[src/rtl/inert_spi_seq.sv]
// Sequencer in front of the SPI master: powers up and configures the inertial sensor, then
// reads a 16-bit yaw rate (low byte, then high byte) on every data-ready interrupt.
module inert_spi_seq #(
    parameter int INIT_WAIT_W = 16
) (
    input  logic        clk,
    input  logic        rst_n,
    input  logic        INT,
    input  logic        spi_done,
    input  logic [15:0] spi_rd,
    output logic        spi_wrt,
    output logic [15:0] spi_cmd,
    output logic        init_done,
    output logic [15:0] yaw_rt,
    output logic        vld
);

    typedef enum logic [2:0] {
        INIT_WAIT = 3'd0,
        CFG_INT   = 3'd1,
        CFG_GYR   = 3'd2,
        CFG_RND   = 3'd3,
        WAIT_INT  = 3'd4,
        RD_YL     = 3'd5,
        RD_YH     = 3'd6
    } state_t;

    state_t                 r_state;
    state_t                 w_nxt;
    logic [INIT_WAIT_W-1:0] r_timer;
    logic                   r_int_ff1;
    logic                   r_int_s;
    logic                   r_done_q;
    logic [7:0]             r_lo_byte;

    logic                   w_cmplt;
    logic                   w_start;
    logic [15:0]            w_cmd;
    logic                   w_init_set;
    logic                   w_lo_cap;
    logic                   w_yaw_cap;

    // spi_done is held high between transfers, so only its rising edge marks completion
    assign w_cmplt = spi_done & ~r_done_q;

    always_comb begin
        w_nxt      = r_state;
        w_start    = 1'b0;
        w_cmd      = spi_cmd;
        w_init_set = 1'b0;
        w_lo_cap   = 1'b0;
        w_yaw_cap  = 1'b0;
        case (r_state)
            INIT_WAIT: begin
                if (&r_timer) begin
                    w_nxt   = CFG_INT;
                    w_start = 1'b1;
                    w_cmd   = 16'h0D02;
                end
            end
            CFG_INT: begin
                if (w_cmplt) begin
                    w_nxt   = CFG_GYR;
                    w_start = 1'b1;
                    w_cmd   = 16'h1160;
                end
            end
            CFG_GYR: begin
                if (w_cmplt) begin
                    w_nxt   = CFG_RND;
                    w_start = 1'b1;
                    w_cmd   = 16'h1440;
                end
            end
            CFG_RND: begin
                if (w_cmplt) begin
                    w_nxt      = WAIT_INT;
                    w_init_set = 1'b1;
                end
            end
            WAIT_INT: begin
                if (r_int_s) begin
                    w_nxt   = RD_YL;
                    w_start = 1'b1;
                    w_cmd   = 16'hA600;
                end
            end
            RD_YL: begin
                if (w_cmplt) begin
                    w_nxt    = RD_YH;
                    w_start  = 1'b1;
                    w_cmd    = 16'hA700;
                    w_lo_cap = 1'b1;
                end
            end
            RD_YH: begin
                if (w_cmplt) begin
                    w_nxt     = WAIT_INT;
                    w_yaw_cap = 1'b1;
                end
            end
            default: w_nxt = INIT_WAIT;
        endcase
    end

    always_ff @(posedge clk or negedge rst_n) begin
        if (!rst_n) begin
            r_state   <= INIT_WAIT;
            r_timer   <= '0;
            r_int_ff1 <= 1'b0;
            r_int_s   <= 1'b0;
            r_done_q  <= 1'b0;
            spi_wrt   <= 1'b0;
            spi_cmd   <= 16'h0000;
            init_done <= 1'b0;
            yaw_rt    <= 16'h0000;
            vld       <= 1'b0;
        end else begin
            r_state   <= w_nxt;
            r_int_ff1 <= INT;
            r_int_s   <= r_int_ff1;
            r_done_q  <= spi_done;
            spi_wrt   <= w_start;
            spi_cmd   <= w_cmd;
            vld       <= w_yaw_cap;
            // timer saturates once the power-up wait has elapsed
            if ((r_state == INIT_WAIT) && !(&r_timer)) begin
                r_timer <= r_timer + 1'b1;
            end
            if (w_init_set) begin
                init_done <= 1'b1;
            end
            if (w_yaw_cap) begin
                yaw_rt <= {spi_rd[7:0], r_lo_byte};
            end
        end
    end

    always_ff @(posedge clk) begin
        if (w_lo_cap) begin
            r_lo_byte <= spi_rd[7:0];
        end
    end

endmodule

[config.mk]
export PLATFORM = sky130hd
export DESIGN_NAME = inert_spi_seq
export DESIGN_NICKNAME = d
export VERILOG_FILES = /design/src/rtl/inert_spi_seq.sv
export SDC_FILE = /design/constraint.sdc
export NUM_CORES = 1
export LEC_CHECK = 0
export BUFFER_PORTS_ARGS = -buffer_cell sky130_fd_sc_hd__buf_2
export CAP_MARGIN = 10
export CELL_PAD_IN_SITES_DETAIL_PLACEMENT = 1
export CELL_PAD_IN_SITES_GLOBAL_PLACEMENT = 1
export CORE_ASPECT_RATIO = 0.7
export CORE_MARGIN = 4
export CORE_UTILIZATION = 36
export DETAILED_ROUTE_END_ITERATION = 16
export GPL_TIMING_DRIVEN = 0
export PLACE_DENSITY_LB_ADDON = 0.1
export SYNTH_ARGS = -nofsm -noshare
export SYNTH_HDL_FRONTEND = slang
export SYNTH_SLANG_ARGS = --single-unit
[constraint.sdc]
create_clock -name clk -period 5.8 [get_ports clk]
set_input_delay 1.16 -clock clk [delete_from_list [all_inputs] [get_ports clk]]
set_output_delay 1.16 -clock clk [all_outputs]
set_load 0.005 [all_outputs]
Yosys cells after proc, flatten, opt, wreduce, memory -nomap -nowiden
Index checks and enable logic that the tools add are counted.
Operators by class
  add/subtract/negate cells: 1
  multipliers: 0
  div/mod/pow operators: 0
  magnitude comparators: 0
  eq/ne operators: 12
  shift-type cells: 0
  multiplexer cells: 20
  bitwise logic cells: 2
  reduce and logical (&&, ||, !) cells: 9
Operators with widths (number)
  $mux W16: 5
  $pmux W16 S5: 1
  $mux W3: 6
  $pmux W3 S6: 1
  $add A16 B1 Y16 const B: 1
  $reduce_and A16 Y1: 1
  $reduce_and A6 Y1: 2
  $eq A3 B3 Y1 const B: 3
  $ne A2 B2 Y1 const B: 4
  $eq A3 B2 Y1 const B: 2
  $mux W1: 6
  $reduce_bool A5 Y1: 1
  $ne A2 B1 Y1 const B: 2
  $eq A3 B1 Y1 const B: 1
  $logic_not A3 Y1: 1
  $pmux W1 S3: 1
  $reduce_or A3 Y1: 1
  $reduce_or A2 Y1: 1
  $and A1 B1 Y1: 1
  $logic_and A1 B1 Y1: 1
  $logic_not A1 Y1: 1
  $not A1 Y1: 1
Storage, ports and cells
  register bits: 65
  bits in latches: 0
  RAM bits: 0
  bits in read-only memories: 0
  input bits: 20
  output and inout port bits: 35
  word-level logic and storage cells: 55
  memories: 0

Longest topological paths before layout
  word-level depth: 4
  gate-level depth with buffers: 5
  gate-level depth less buffers: 5

Worst setup path after synthesis
Ideal clock, no wire load.
  path type: input to register
  from: input port spi_done
  to: register yaw_rt[10]
  library setup time: 0.125 ns
  arrival: 2.266 ns
  required time: 5.675 ns
  path slack: 3.409 ns
  stages on the path: 5
  path buffers: 2
  cell sequence: nor2b_1 -> and4b_1 -> buf_2 -> buf_2 -> mux2_2
Between the ends
  longest elaborated chain between the ends: 3
RTL lines
  start: declaration: RTL line 9  | input logic spi_done,
  $and A1 B1 Y1: RTL line 44  | assign w_cmplt = spi_done & ~r_done_q;
  $mux W1: RTL line 97  | if (w_cmplt) begin
  $mux W1: RTL line 53  | case (r_state)
  net w_yaw_cap: RTL line 41  | logic w_yaw_cap;
  end signal: assignment: RTL line 134  | yaw_rt <= {spi_rd[7:0], r_lo_byte};
  end: declaration: RTL line 14  | output logic [15:0] yaw_rt,
The timed path passes the listed nets, and every way through them passes these cells.
A chain may end at the register's enable or synchronous reset.

Worst setup path after layout
  from: input port spi_done
  to: register yaw_rt[0]
Same word-level chain as after synthesis.

==> flow_metrics.py <==
metrics = {
    "final_layout": {
        "final_design_area_no_fill_sq_mm": 0.00278,
        "area_growth_pct": 18.5,
        "drive_gt1_frac": 0.369,
        "fin_nets": 256,
        "fillers": 680,
        "n_antenna_cell": 0,
        "fin_util": 0.443,
    },
    "floorplanning": {
        "start_util": 0.374,
        "die_h_um": 75.6,
        "coreArea_sq_mm": 0.00628,
        "design.die.area_sq_mm": 0.00790,
        "rows": 24,
        "die_w_um": 105,
        "io_pins": 55,
    },
    "timing": {
        "clock.fmax_mhz": 407,
        "hold_viol": 0,
        "drv_slew": 0,
        "post-route-min-period_ns": 2.46,
        "setup-tns-final_ns": 0,
        "maxSlewHeadroom": 0.297,
        "setup_viol": 0,
        "worstMarginPinSlew_ns": 1.05,
        "worst_slack_ns": 3.34,
        "final.period_utilization": 0.424,
        "rsz0062_at_grt": "false",
        "finalClockSkew_ns": 0.00708,
    },
    "synthesis": {
        "synth.largest_area_cell": "dfrtp_1",
        "synthTopCellsByCount": "47 x dfrtp_1, 19 x mux2_2, 12 x nor2_1, 12 x xor2_1, 10 x buf_4",
        "synth_edf_count": 8,
        "yosysWarnings": 0,
        "synth_top_family_by_area": "simple AND/OR/NAND/NOR gates",
        "synth_area_leaders": "dfrtp_1 50%, edfxtp_1 10%, mux2_2 9.1%, xor2_1 4.5%, buf_4 3.2%",
        "yosysUniqueCellTypes": 40,
        "yosysSeqAreaShare": 0.603,
        "yosysTopAreaCellShare": 0.501,
        "yosys.cell_count.top_type": "dfrtp_1",
        "synth_fa_ha_area_frac": 0.00533,
        "synth_area_sq_mm": 0.00235,
        "ys_ff_latch": 55,
        "synth_compound_area_frac": 0.0432,
        "synth_top_flop_cell": "dfrtp_1",
        "ys_async_sr_fraction": 0.855,
        "syn_avg_cell_area_sq_um": 12.8,
        "synth-simple-area-share": 0.134,
        "muxShareOfSynthArea": 0.107,
        "synth-xor-area-share": 0.0559,
        "syn_inst": 183,
    },
    "clock_tree": {
        "hold_buffers": 0,
        "cts_num_sinks": 55,
        "cts_buffers": 5,
        "cts.reportedPaths.clkPinSlew_ns": 0.09,
        "post-cts-setup-buffers": 0,
        "clockBufferDepth": 2,
        "cts_tree": "done",
        "cts-root-buf": "clkbuf_8",
        "insertion_delay_ns": 0.31,
        "cts.htree.levels": 2,
        "post_cts_resized": 0,
    },
    "detailed_routing": {
        "via_per_inst": 4.71,
        "drtIter0Drc": 29,
        "drtPass1Iterations": 4,
        "ant_nets": 0,
        "wl_per_cell_um": 14.5,
        "num_vias": 1478,
        "drc_errors": 0,
        "routed_wl_um": 4570,
    },
    "setup_path": {
        "worst-r2r-cell-count": 5,
        "critPathLaunchType": "input port",
        "crit_path_cell_trace": "buf_2 > nor2b_1 > and4b_1 > buf_2 > buf_2 > mux2_2",
        "path_max_fanout": 10,
        "r2r_slack_ns": 3.70,
        "cpMaxStageDelayCell": "mux2_2",
        "r2r_start": "r_timer[0]$_DFFE_PN0P_",
        "r2r_end": "r_state[0]$_DFFE_PN0P_",
        "cpMostUsedCell": "buf_2",
        "crit_type": "input port to flop",
        "setup.worst_path.end_class": "flop",
        "crit_required_ns": 5.99,
        "slowest_delay_ns": 0.37,
        "critPathArrivalTime_ns": 2.65,
    },
    "run": {
        "cap_violations": 0,
    },
    "global_routing": {
        "grt_pass1_vias": 1543,
        "grt_use_total": 0.125,
        "grt_max_degree": 48,
        "grt_remaining_overflow": 0,
        "grt_pass1_wl_um": 7790,
        "antenna_found_initial": 0,
    },
    "power": {
        "peakVddDrop_uv": 133,
        "power.switching_uw": 347,
        "switching_share": 0.302,
        "total_power_uw": 1150,
        "p_leak_uw": 0.00142,
        "p_int_uw": 803,
        "combPwrFrac": 0.290,
        "powerDensity_mw_per_mm2": 413,
        "pwr-share-seq": 0.483,
        "clock_power_share": 0.227,
    },
    "place": {
        "pre_cts_ws_ns": 3.00,
        "post_dp_cell_area_sq_mm": 0.00267,
        "dp_hpwl_um": 3360,
        "port_buffers": 40,
        "gp_congestion": 0.713,
    },
    "worst_hold_path": {
        "hold_start": "r_int_ff1$_DFF_PN0_",
        "hold_path_class": "flop to flop",
        "hold_end": "r_int_s$_DFF_PN0_",
        "hold_depth": 0,
    },
    "status": {
        "status": "completed",
    },
}
==> critical path, delay by kind of cell <==
kind          cells  cell delay (ns)
simple gates      2             0.50
mux               1             0.37
buf+inv           3             0.61
==> power groups by stage <==
stage                     clock, uW  combinational (uW)  sequential [uW]
after floorplan                   0                 206              560
after global placement            0                 332              563
after detailed placement          0                 342              565
after CTS                       275                 343              558
after global routing            289                 381              573
final                           261                 334              556
==> registers in the layout (all words and copies together) (netlist names) <==
name / count
r_int_ff1: 1
spi_wrt: 1
yaw_rt: 16
r_int_s: 1
init_done: 1
vld: 1
r_lo_byte: 8
spi_cmd: 6
r_done_q: 1
r_timer: 16
r_state: 3
==> layout by cell type (no fill, tap or decap), drive strengths merged, types with 2 or more instances in the layout <==
master and instances:
nand2 9, nor3 9, mux2 21, o21ai 2, nand3 3, nor4 2, buf 54, xnor2 3
nor2b 3, inv 4, edfxtp 8, a21oi 3, nor2 13, and4 2, nand4 5, clkbuf 8
nand3b 2, a21o 2, dfrtp 47, conb 6, and3 3, xor2 12
==> cells by family (layout without fill, tap and decap cells) <==
logic type | after synthesis | after routing
other | 1 | 6
AND/OR/NAND/NOR | 56 | 56
multiplexers | 22 | 22
XOR/XNOR | 15 | 15
AO/OA/AOI/OAI | 13 | 13
adder cells (fa/ha/maj) | 1 | 1
flip-flops | 55 | 55
buffers and inverters | 20 | 68
==> layer usage <==
layer | wire (um) | share of wire | global-route usage | vias to the layer above
met2 | 1930 | 0.42 | 0.182 | 31
met1 | 2360 | 0.52 | 0.183 | 715
met3 | 228 | 0.050 | 0.0356 | 5
met4 | 44 | 0.0096 | 0.0398 | 0
li1 | - | - | - | 727
met5 | 0 | 0 | 0 | -
==> stage by stage <==
step | std cells | hold WS [ns]
final | 314 | 0.357
after global routing | 314 | 0.392
after CTS | 314 | 0.359
after detailed placement | 306 | 0.336
after global placement | 306 | 0.337
after floorplan | 188 | 0.331
==> final cells by class <==
type | count | area, sq um | area share
sequential | 55 | 1420 | 0.509
multi-input combinational | 113 | 833 | 0.299
inverter | 4 | 15.0 | 0.00540
clock inverter | 2 | 35.0 | 0.0126
tap | 78 | 97.6 | 0.0351
clock buffer | 6 | 82.6 | 0.0297
timing repair buffer | 40 | 200 | 0.0719
buffer | 16 | 103 | 0.0369
==> worst max-delay path by stage <==
stage,startpoint,endpoint,slack [ns],depth (start not counted)
3_3_place_gp,spi_done,yaw_rt[13]$_DFFE_PN0P_,3.04,6
4_1_cts,spi_done,yaw_rt[1]$_DFFE_PN0P_,3.34,6
6_report,spi_done,yaw_rt[0]$_DFFE_PN0P_,3.34,6
3_5_place_dp,spi_done,yaw_rt[14]$_DFFE_PN0P_,3.00,6
5_1_grt,spi_done,yaw_rt[0]$_DFFE_PN0P_,3.21,6
2_1_floorplan,spi_done,yaw_rt[10]$_DFFE_PN0P_,3.41,5
(Power assumes the default switching activity.)
